## config.mk

```make
export PLATFORM = sky130hd
export DESIGN_NAME = eth_sync_fifo_ctrl
export DESIGN_NICKNAME = d
export VERILOG_FILES = /design/src/rtl/eth_fifo_pkg.sv /design/src/rtl/eth_fifo_ram.sv /design/src/rtl/eth_sync_fifo_ctrl.sv
export SDC_FILE = /design/constraint.sdc
export NUM_CORES = 2
export LEC_CHECK = 0
export BUFFER_PORTS_ARGS = -buffer_cell sky130_fd_sc_hd__buf_4
export CORE_MARGIN = 2
export CORE_UTILIZATION = 29
export DETAILED_ROUTE_END_ITERATION = 7
export GPL_TIMING_DRIVEN = 0
export RECOVER_POWER = 100
export SETUP_SLACK_MARGIN = 0.3
export SKIP_LAST_GASP = 1
export SLEW_MARGIN = 20
export SYNTH_ARGS = -nofsm -noshare
export SYNTH_HDL_FRONTEND = slang
export SYNTH_SLANG_ARGS = --single-unit
export TNS_END_PERCENT = 30
```

## constraint.sdc

```tcl
create_clock -name clk -period 12.2 [get_ports clk]
set_input_delay 2.44 -clock clk [delete_from_list [all_inputs] [get_ports clk]]
set_output_delay 2.44 -clock clk [all_outputs]
set_load 0.03 [all_outputs]
```

## src/rtl/eth_fifo_pkg.sv

```systemverilog
`default_nettype none
// ============================================================================
// Module      : eth_fifo_pkg
// Description : Shared definitions for the Ethernet/SD data-path FIFOs.
//               Holds the FWFT mode encoding, reset values and the level and
//               threshold compare helpers. The sync and async FIFO variants
//               both use this package.
// Revision    : 1.0  initial release
// ============================================================================
package eth_fifo_pkg;

    // Read-side behaviour selector for the FWFT parameter
    localparam int c_FWFT_OFF = 0;   // registered read, data one cycle after rd_en
    localparam int c_FWFT_ON  = 1;   // head word presented while not empty

    // Flag values driven while reset is asserted
    localparam logic c_RST_EMPTY        = 1'b1;
    localparam logic c_RST_ALMOST_EMPTY = 1'b1;
    localparam logic c_RST_FULL         = 1'b0;
    localparam logic c_RST_ALMOST_FULL  = 1'b0;
    localparam logic c_RST_ERR          = 1'b0;

    // Threshold compares run at 32 bits, so callers zero-extend the level.
    function automatic logic level_at_or_above(input logic [31:0] level,
                                               input logic [31:0] thr);
        return (level >= thr);
    endfunction

    function automatic logic level_at_or_below(input logic [31:0] level,
                                               input logic [31:0] thr);
        return (level <= thr);
    endfunction

endpackage : eth_fifo_pkg
`default_nettype wire

```

## src/rtl/eth_fifo_ram.sv

```systemverilog
`default_nettype none
// ============================================================================
// Module      : eth_fifo_ram
// Description : Simple dual-port RAM with one write port and one read port.
//               REG_READ=1 registers the read data, which updates only on
//               rd_en and resets to zero. REG_READ=0 gives a combinational
//               read of rd_addr.
// Ports       : clk, rst_n               clock and async active-low reset
//               wr_en, wr_addr, wr_data  write port
//               rd_en, rd_addr, rd_data  read port
// Revision    : 1.0  initial release
// ============================================================================
module eth_fifo_ram #(
    parameter int DATA_WIDTH = 32,
    parameter int ADDR_WIDTH = 7,
    parameter int REG_READ   = 1
) (
    input  logic                  clk,
    input  logic                  rst_n,
    input  logic                  wr_en,
    input  logic [ADDR_WIDTH-1:0] wr_addr,
    input  logic [DATA_WIDTH-1:0] wr_data,
    input  logic                  rd_en,
    input  logic [ADDR_WIDTH-1:0] rd_addr,
    output logic [DATA_WIDTH-1:0] rd_data
);

    logic [DATA_WIDTH-1:0] r_mem [0:(1 << ADDR_WIDTH)-1];

    // Storage carries no reset, so it can map onto block or distributed RAM.
    always_ff @(posedge clk) begin
        if (wr_en) begin
            r_mem[wr_addr] <= wr_data;
        end
    end

    if (REG_READ != 0) begin : g_reg_rd
        logic [DATA_WIDTH-1:0] r_rd_q;

        always_ff @(posedge clk or negedge rst_n) begin
            if (!rst_n) begin
                r_rd_q <= '0;
            end else if (rd_en) begin
                r_rd_q <= r_mem[rd_addr];
            end
        end

        assign rd_data = r_rd_q;
    end else begin : g_comb_rd
        // In this mode the read is always open, so rd_en and rst_n are unused.
        logic w_unused_ok;
        assign w_unused_ok = &{1'b0, rd_en, rst_n};
        assign rd_data     = r_mem[rd_addr];
    end

endmodule : eth_fifo_ram
`default_nettype wire

```

## src/rtl/eth_sync_fifo_ctrl.sv

```systemverilog
`default_nettype none
// ============================================================================
// Module      : eth_sync_fifo_ctrl
// Description : Single-clock parametrised FIFO for the Ethernet/SD data path.
//               Provides optional first-word-fall-through, a live fill level,
//               programmable almost-full and almost-empty thresholds, and
//               sticky overflow/underflow flags.
// Ports       : clk, rst_n                    clock, async active-low reset
//               wr_data, wr_en, wr_full       write side
//               almost_full                   level >= ALMOST_FULL_NUM
//               rd_en, rd_data, rd_empty      read side
//               almost_empty                  level <= ALMOST_EMPTY_NUM
//               water_level                   stored words, 0..2**DEPTH_WIDTH
//               err_clr, overflow, underflow  sticky error flags and clear
// Revision    : 1.0  initial release
// ============================================================================
module eth_sync_fifo_ctrl
    import eth_fifo_pkg::*;
#(
    parameter int DATA_WIDTH       = 32,
    parameter int DEPTH_WIDTH      = 7,
    parameter int FWFT             = 0,
    parameter int ALMOST_FULL_NUM  = 124,
    parameter int ALMOST_EMPTY_NUM = 4
) (
    input  logic                   clk,
    input  logic                   rst_n,
    input  logic [DATA_WIDTH-1:0]  wr_data,
    input  logic                   wr_en,
    output logic                   wr_full,
    output logic                   almost_full,
    input  logic                   rd_en,
    output logic [DATA_WIDTH-1:0]  rd_data,
    output logic                   rd_empty,
    output logic                   almost_empty,
    output logic [DEPTH_WIDTH:0]   water_level,
    input  logic                   err_clr,
    output logic                   overflow,
    output logic                   underflow
);

    localparam logic [DEPTH_WIDTH:0] c_LVL_ONE  = {{DEPTH_WIDTH{1'b0}}, 1'b1};
    localparam logic [DEPTH_WIDTH:0] c_LVL_FULL = {1'b1, {DEPTH_WIDTH{1'b0}}};
    localparam logic [31:0]          c_AF_THR   = 32'(ALMOST_FULL_NUM);
    localparam logic [31:0]          c_AE_THR   = 32'(ALMOST_EMPTY_NUM);

    // ------------------------------------------------------------------------
    // Elaboration-time parameter checks
    // ------------------------------------------------------------------------
    if (DATA_WIDTH < 1 || DATA_WIDTH > 1152) begin : g_chk_dw
        $error("eth_sync_fifo_ctrl: DATA_WIDTH out of range 1..1152");
    end
    if (DEPTH_WIDTH < 4 || DEPTH_WIDTH > 16) begin : g_chk_depth
        $error("eth_sync_fifo_ctrl: DEPTH_WIDTH out of range 4..16");
    end
    if (FWFT != c_FWFT_OFF && FWFT != c_FWFT_ON) begin : g_chk_fwft
        $error("eth_sync_fifo_ctrl: FWFT must be 0 or 1");
    end
    if (ALMOST_FULL_NUM < 1 || ALMOST_FULL_NUM > (1 << DEPTH_WIDTH)) begin : g_chk_af
        $error("eth_sync_fifo_ctrl: ALMOST_FULL_NUM out of range 1..2**DEPTH_WIDTH");
    end
    if (ALMOST_EMPTY_NUM < 0 || ALMOST_EMPTY_NUM > (1 << DEPTH_WIDTH) - 1) begin : g_chk_ae
        $error("eth_sync_fifo_ctrl: ALMOST_EMPTY_NUM out of range 0..2**DEPTH_WIDTH-1");
    end

    // ------------------------------------------------------------------------
    // State
    // ------------------------------------------------------------------------
    logic [DEPTH_WIDTH:0]  r_wr_ptr;
    logic [DEPTH_WIDTH:0]  r_rd_ptr;
    logic [DEPTH_WIDTH:0]  r_level;
    logic                  r_full;
    logic                  r_empty;
    logic                  r_afull;
    logic                  r_aempty;
    logic                  r_overflow;
    logic                  r_underflow;

    logic                  w_wr_acc;
    logic                  w_rd_acc;
    logic [DEPTH_WIDTH:0]  w_level_nxt;
    logic [DATA_WIDTH-1:0] w_ram_q;

    // Acceptance uses only this cycle's registered flags. A read never frees
    // room for a write in the same cycle, and a write never feeds a read in
    // the same cycle.
    assign w_wr_acc = wr_en && !r_full;
    assign w_rd_acc = rd_en && !r_empty;

    always_comb begin
        w_level_nxt = r_level;
        if (w_wr_acc && !w_rd_acc) begin
            w_level_nxt = r_level + c_LVL_ONE;
        end else if (w_rd_acc && !w_wr_acc) begin
            w_level_nxt = r_level - c_LVL_ONE;
        end
    end

    // Pointers wrap naturally. Their MSB separates full from empty, while
    // the flags come from the next-level count so they stay consistent with
    // water_level.
    always_ff @(posedge clk or negedge rst_n) begin
        if (!rst_n) begin
            r_wr_ptr <= '0;
            r_rd_ptr <= '0;
            r_level  <= '0;
            r_full   <= c_RST_FULL;
            r_empty  <= c_RST_EMPTY;
            r_afull  <= c_RST_ALMOST_FULL;
            r_aempty <= c_RST_ALMOST_EMPTY;
        end else begin
            if (w_wr_acc) begin
                r_wr_ptr <= r_wr_ptr + c_LVL_ONE;
            end
            if (w_rd_acc) begin
                r_rd_ptr <= r_rd_ptr + c_LVL_ONE;
            end
            r_level  <= w_level_nxt;
            r_full   <= (w_level_nxt == c_LVL_FULL);
            r_empty  <= (w_level_nxt == '0);
            r_afull  <= level_at_or_above(32'(w_level_nxt), c_AF_THR);
            r_aempty <= level_at_or_below(32'(w_level_nxt), c_AE_THR);
        end
    end

    // A new error in the same cycle takes priority over err_clr.
    always_ff @(posedge clk or negedge rst_n) begin
        if (!rst_n) begin
            r_overflow  <= c_RST_ERR;
            r_underflow <= c_RST_ERR;
        end else begin
            if (wr_en && r_full) begin
                r_overflow <= 1'b1;
            end else if (err_clr) begin
                r_overflow <= 1'b0;
            end
            if (rd_en && r_empty) begin
                r_underflow <= 1'b1;
            end else if (err_clr) begin
                r_underflow <= 1'b0;
            end
        end
    end

    // ------------------------------------------------------------------------
    // Storage
    // ------------------------------------------------------------------------
    eth_fifo_ram #(
        .DATA_WIDTH (DATA_WIDTH),
        .ADDR_WIDTH (DEPTH_WIDTH),
        .REG_READ   ((FWFT == c_FWFT_ON) ? 0 : 1)
    ) u_ram (
        .clk     (clk),
        .rst_n   (rst_n),
        .wr_en   (w_wr_acc),
        .wr_addr (r_wr_ptr[DEPTH_WIDTH-1:0]),
        .wr_data (wr_data),
        .rd_en   (w_rd_acc),
        .rd_addr (r_rd_ptr[DEPTH_WIDTH-1:0]),
        .rd_data (w_ram_q)
    );

    if (FWFT == c_FWFT_ON) begin : g_fwft
        // While the FIFO is empty, the RAM slot at rd_ptr is stale or was
        // never written. To avoid presenting it, keep a copy of the last head
        // word seen and drive that copy. It resets to zero.
        logic [DATA_WIDTH-1:0] r_head_hold;

        always_ff @(posedge clk or negedge rst_n) begin
            if (!rst_n) begin
                r_head_hold <= '0;
            end else if (!r_empty) begin
                r_head_hold <= w_ram_q;
            end
        end

        assign rd_data = r_empty ? r_head_hold : w_ram_q;
    end else begin : g_std
        assign rd_data = w_ram_q;
    end

    // ------------------------------------------------------------------------
    // Outputs
    // ------------------------------------------------------------------------
    assign wr_full      = r_full;
    assign almost_full  = r_afull;
    assign rd_empty     = r_empty;
    assign almost_empty = r_aempty;
    assign water_level  = r_level;
    assign overflow     = r_overflow;
    assign underflow    = r_underflow;

endmodule : eth_sync_fifo_ctrl
`default_nettype wire

```

After elaboration in Yosys (flattened, before gate mapping)
Memory sizes are Yosys's and may differ from the RTL's. A register that Yosys moved wholly into a read port is not among the register bits.
Cells that the tools add are included.
{ "totals": {"regBits": 30, "output_inout_bits": 46, "in_bits": 37, "word_cells": 38, "mem_bits_rw": 4096, "memories": 1} }
{ "op_classes": {"n_mux": 7, "order_cmp": 2, "reduce_logical": 14, "n_eq_ne": 1, "add_sub_neg": 4} }
{ "mem_list": {"columns": ["name", "depth", "width", "read_ports", "rd_ports_with_merged_regs", "wr", "line_no", "text"], "rows": [
  ["u_ram.r_mem", 128, 32, 1, 1, 1, "eth_fifo_ram.sv:28", "logic [DATA_WIDTH-1:0] r_mem [0:(1 << ADDR_WIDTH)-1];"]
]} }
{ "ops": {"columns": ["cell", "n"], "rows": [
  ["$add A8 B1 Y8 const B", 3],
  ["$mux W8", 2],
  ["$eq A8 B8 Y1 const B", 1],
  ["$ge A8 B7 Y1 const B", 1],
  ["$le A8 B3 Y1 const B", 1],
  ["$logic_not A8 Y1", 1],
  ["$sub A8 B1 Y8 const B", 1],
  ["$logic_and A1 B1 Y1", 6],
  ["$logic_not A1 Y1", 5],
  ["$mux W1", 5],
  ["$reduce_bool A2 Y1", 2]
]} }

Longest topological paths before layout
{ "logic_depth": {"ltp_word": 7, "depth_mapped": 12, "depth_no_buf": 8} }

Cells and area by module
A second synthesis with hierarchy kept.
{ "hier_totals": {"hier_cells": 7557, "hier_area_um2": 159798.3} }
{ "by_module_without_submodules": {"columns": ["module", "instances", "cells_per_inst", "seq_area_each_um2", "area_per_inst_um2"], "rows": [
  ["eth_fifo_ram", 1, 7421, 123798.7, 158379.4],
  ["eth_sync_fifo_ctrl", 1, 136, 703.2, 1418.9]
]} }

Worst setup path before layout
OpenSTA, ideal clock, no wires.
{ "synth_timing": {"kind": "input-to-reg", "startpoint": "input port wr_en", "endpoint": "memory u_ram.r_mem[31][0], enable pin", "arrival_time_ns": 5.341, "cell_stages": 6, "path_slack_ns": 6.398, "cell_sequence": "nand2b_1 -> buf_2 -> or2_2 -> inv_1 -> nand2_1 -> nor3_1"} }
{ "synth_between": {"elab_chain_cells": 3} }
{ "synth_lines": {"columns": ["item", "line_no", "text"], "rows": [
  ["start: declaration", "eth_sync_fifo_ctrl.sv:29", "input logic wr_en,"],
  ["$logic_and A1 B1 Y1", "eth_sync_fifo_ctrl.sv:87", "assign w_wr_acc = wr_en && !r_full;"],
  ["$mux W1", "eth_fifo_ram.sv:32", "if (wr_en) begin"],
  ["$mux W1 (not written as such)", "eth_fifo_ram.sv:33", "r_mem[wr_addr] <= wr_data;"],
  ["end: declaration", "eth_fifo_ram.sv:28", null]
]} }
No other way between the ends.

==> out/metrics.cfg <==
[pwr]
power.leakage_nw = 57.5
ir_worst_vdd_uv = 171
p_per_area_mw_per_mm2 = 248

[place]
gp_congestion = 0.996
post-dp-hpwl_mm = 454
portBuffers = 82
place_area_mm2 = 0.178

[setup_path]
start_kind = register
crit_top_cell = clkbuf_1
worstSetupStartpoint = r_rd_ptr[2]
cp_data_required_time_ns = 13.10
critPathCaptureType = register
crit_family = buffers and inverters
worstPathArrival_ns = 9.87
worst_r2r_path_depth = 10
cp_max_fo = 10
cp_slowest_cell = clkbuf_1
path_cells = clkbuf_1 > clkbuf_1 > clkbuf_1 > clkbuf_1 > clkbuf_1 > mux2i_1 > o22ai_1 > nor3_1 > o31ai_1 > o211a_1
critical_path_class = register to register
regToRegStartpoint = r_rd_ptr[2]
worstReg2RegEnd = u_ram.rd_data[26]
crit_buf_inv = 5
max_stage_delay_ns = 1.84
worst-r2r-setup-slack_ns = 3.23

[logic_synthesis]
synth_cells = 7488
syn_area_per_cell_um2 = 21.4
syn_area_mm2 = 0.160
ys_seq_area_share_pct = 77.7
ys_ff_latch = 4156
syn_nets = 7529
ys_types = 70
ys.flop_type = edfxtp_1
synth_edf_count = 4096
ys_async_sr_fraction_pct = 1.44
yosys_warnings = 0

[clock_network]
cts_resized = 0
clock_latency_ns = 1.06
path_clk_slew_ns = 0.07
clockRootBuffer = clkbuf_16
clock_path_buffers = 4
cts_htree_levels = 5
cts_tree = done
cts.sinks = 4156
numCtsBuffers = 428
hold_buffers = 0
post_cts_buffers = 0

[sta]
rsz0062_at_grt = false
max_freq_ghz = 0.112
slew_viol_final = 6796
hold_viol_final = 0
final.min_clock_period_ns = 8.97
setup_violations = 0
maxSlewHeadroom_pct = -376
finalClockSkew_ns = 0.130
finalCritPeriodShare_pct = 73.5
tns_ns = 0
worst_slew_pin_slew_ns = 7.15

[global_routing]
grt_pass1_wl_mm = 825
met1_usage_pct = 27.7
busiest_layer = met2
antenna_found_initial = 86
grt_usage_pct = 22.3
first_global_vias = 84951
overflow = 0
grt_max_degree = 129
grt_use_met2_pct = 32.6
gr-usage-met3_pct = 7.13

[die]
core_area_mm2 = 0.549
die_x_um = 747
die_y_um = 747
io_pins = 83
start_util_pct = 29.2
rows = 272
die-area_mm2 = 0.558

[cells_and_area]
postLayoutCellArea_mm2 = 0.185
syn2layout_area_growth_pct = 15.6
drive_above_1_share_pct = 20.9
nFillCells = 51451
final_nets = 8340

[run_status]
violations = capacitance limit, slew limit
status = finished, violations left

[routing]
drc_errors = 0
route.vias.total = 89875
viasPerCell = 5.64
wl_per_cell_um = 40.5
drtAntennaViolNets = 0
drt_first_iter_violations = 16766
dr.pass1.iters = 6
wl_mm = 646

[worst_hold_path]
hp-start = overflow
hold_path_depth = 2
worstHoldPathType = register to register
holdPathEnd = overflow

[job]
drv_cap = 241

==> cells in the final DEF, fill, tap and decap left out, types with 80 or more instances in the layout <==
cell       synthesis  final
mux4_2           759    759
clkinv_2           0     81
mux2i_1          690    690
a221oi_1          95     80
o21ai_0           97     83
o221ai_1         119    119
nand2_1          181    181
a21oi_1          161    161
edfxtp_1        4096   4096
buf_2            101     99
nor2_1           254    250
clkinv_1           3    102
clkbuf_1         127    539
a22oi_1           82     82
buf_4            116    129
clkbuf_16          0    430
==> synth_stat cells (7+ instances only) <==
cell type,number,area share (%)
a221o_1,16,0.10
mux2_2,42,0.30
and2_1,8,0.031
nor2b_1,25,0.098
dfrtp_1,58,0.91
or3_1,12,0.047
a31oi_1,28,0.11
a21oi_1,161,0.50
or2_2,7,0.027
a211o_1,10,0.055
a211oi_1,31,0.15
nor2_1,254,0.60
buf_2,101,0.32
o221ai_1,119,0.65
buf_1,18,0.042
buf_4,116,0.54
a221oi_1,95,0.52
nand3_1,36,0.11
xnor2_1,20,0.11
o22ai_1,53,0.21
clkbuf_1,127,0.30
a311oi_1,16,0.087
mux4_2,759,11
buf_8,9,0.084
o211ai_1,14,0.066
nand2_1,181,0.42
o21ai_0,97,0.30
a22oi_1,82,0.38
inv_1,7,0.016
a22o_1,9,0.049
nor3_1,28,0.087
mux2i_1,690,4.3
buf_6,68,0.48
edfxtp_1,4096,77
==> where the power goes <==
group	internal (mW)	switching, mW
logic	4.71	11.8
clock network	7.34	5.71
registers	16.1	0.276
==> worst reg2reg max path, cell delays in order, from the launching register on <==
cell and delay, ns:
dfrtp_1 0.40, clkbuf_1 1.07, clkbuf_1 1.11, clkbuf_1 0.65, clkbuf_1 1.24, clkbuf_1 1.87
mux2i_1 0.72, o22ai_1 0.17, nor3_1 1.21, o31ai_1 0.22, o211a_1 0.21
==> registers in the layout, summed over array words and instances (netlist names) <==
name           count
wr_full            1
almost_empty       1
r_wr_ptr           7
r_rd_ptr           7
underflow          1
almost_full        1
u_ram.r_mem     4096
water_level        8
u_ram.rd_data     32
rd_empty           1
overflow           1
==> worst max path at each step <==
stage | end | slack [ns] | depth (start not counted)
detailed placement | u_ram.rd_data[14] | 6.40 | 7
finish | u_ram.rd_data[26] | 3.23 | 10
floorplan | u_ram.r_mem[31][0] | 6.40 | 6
global placement | u_ram.r_mem[31][22] | 1.45 | 7
global route | u_ram.r_mem[49][20] | 3.50 | 2
CTS | u_ram.rd_data[20] | 6.72 | 9
==> metrics by stage <==
stage	setup slack, ns	util, %	hold WS, ns	cells	power [mW]
final	3.23	33.7	0.528	15946	46.0
after floorplan	6.40	-	0.490	7488	23.9
after global routing	3.50	33.7	0.566	15921	46.2
after CTS	6.72	34.8	0.543	15905	45.5
after global placement	1.45	30.9	0.522	14831	32.0
after detailed placement	6.40	32.3	0.528	15123	32.7
==> layer usage <==
layer	vias to the layer above	share of wire (%)
met2	7419	42
met5	-	0.024
met1	47619	35
met3	1715	14
li1	33102	-
met4	20	9.6
==> kinds of logic (layout without fill, tap and decap cells) <==
family,after synthesis,count (layout),synth area share [%]
flops,4156,4156,77.7
mux,1491,1491,15.3
compound gates,780,780,3.45
simple gates,585,585,1.57
buf+inv,452,1615,1.81
xor+xnor,20,20,0.109
fa+ha+maj,4,4,0.0313
other cells,0,34,0
==> layout make-up <==
cell class | count | area (um2) | share of cell area [%]
multi-input cells | 2880 | 33100 | 17.9
diodes | 34 | 85.1 | 0.0460
clock buffers | 514 | 11100 | 5.99
inverters | 10 | 37.5 | 0.0203
clock inverters | 268 | 2650 | 1.43
plain buffers | 442 | 2860 | 1.55
well taps | 7261 | 9080 | 4.91
repair buffers | 381 | 1710 | 0.924
flip-flops and latches | 4156 | 125000 | 67.3
Note: power is estimated with default switching activity, not from simulation.
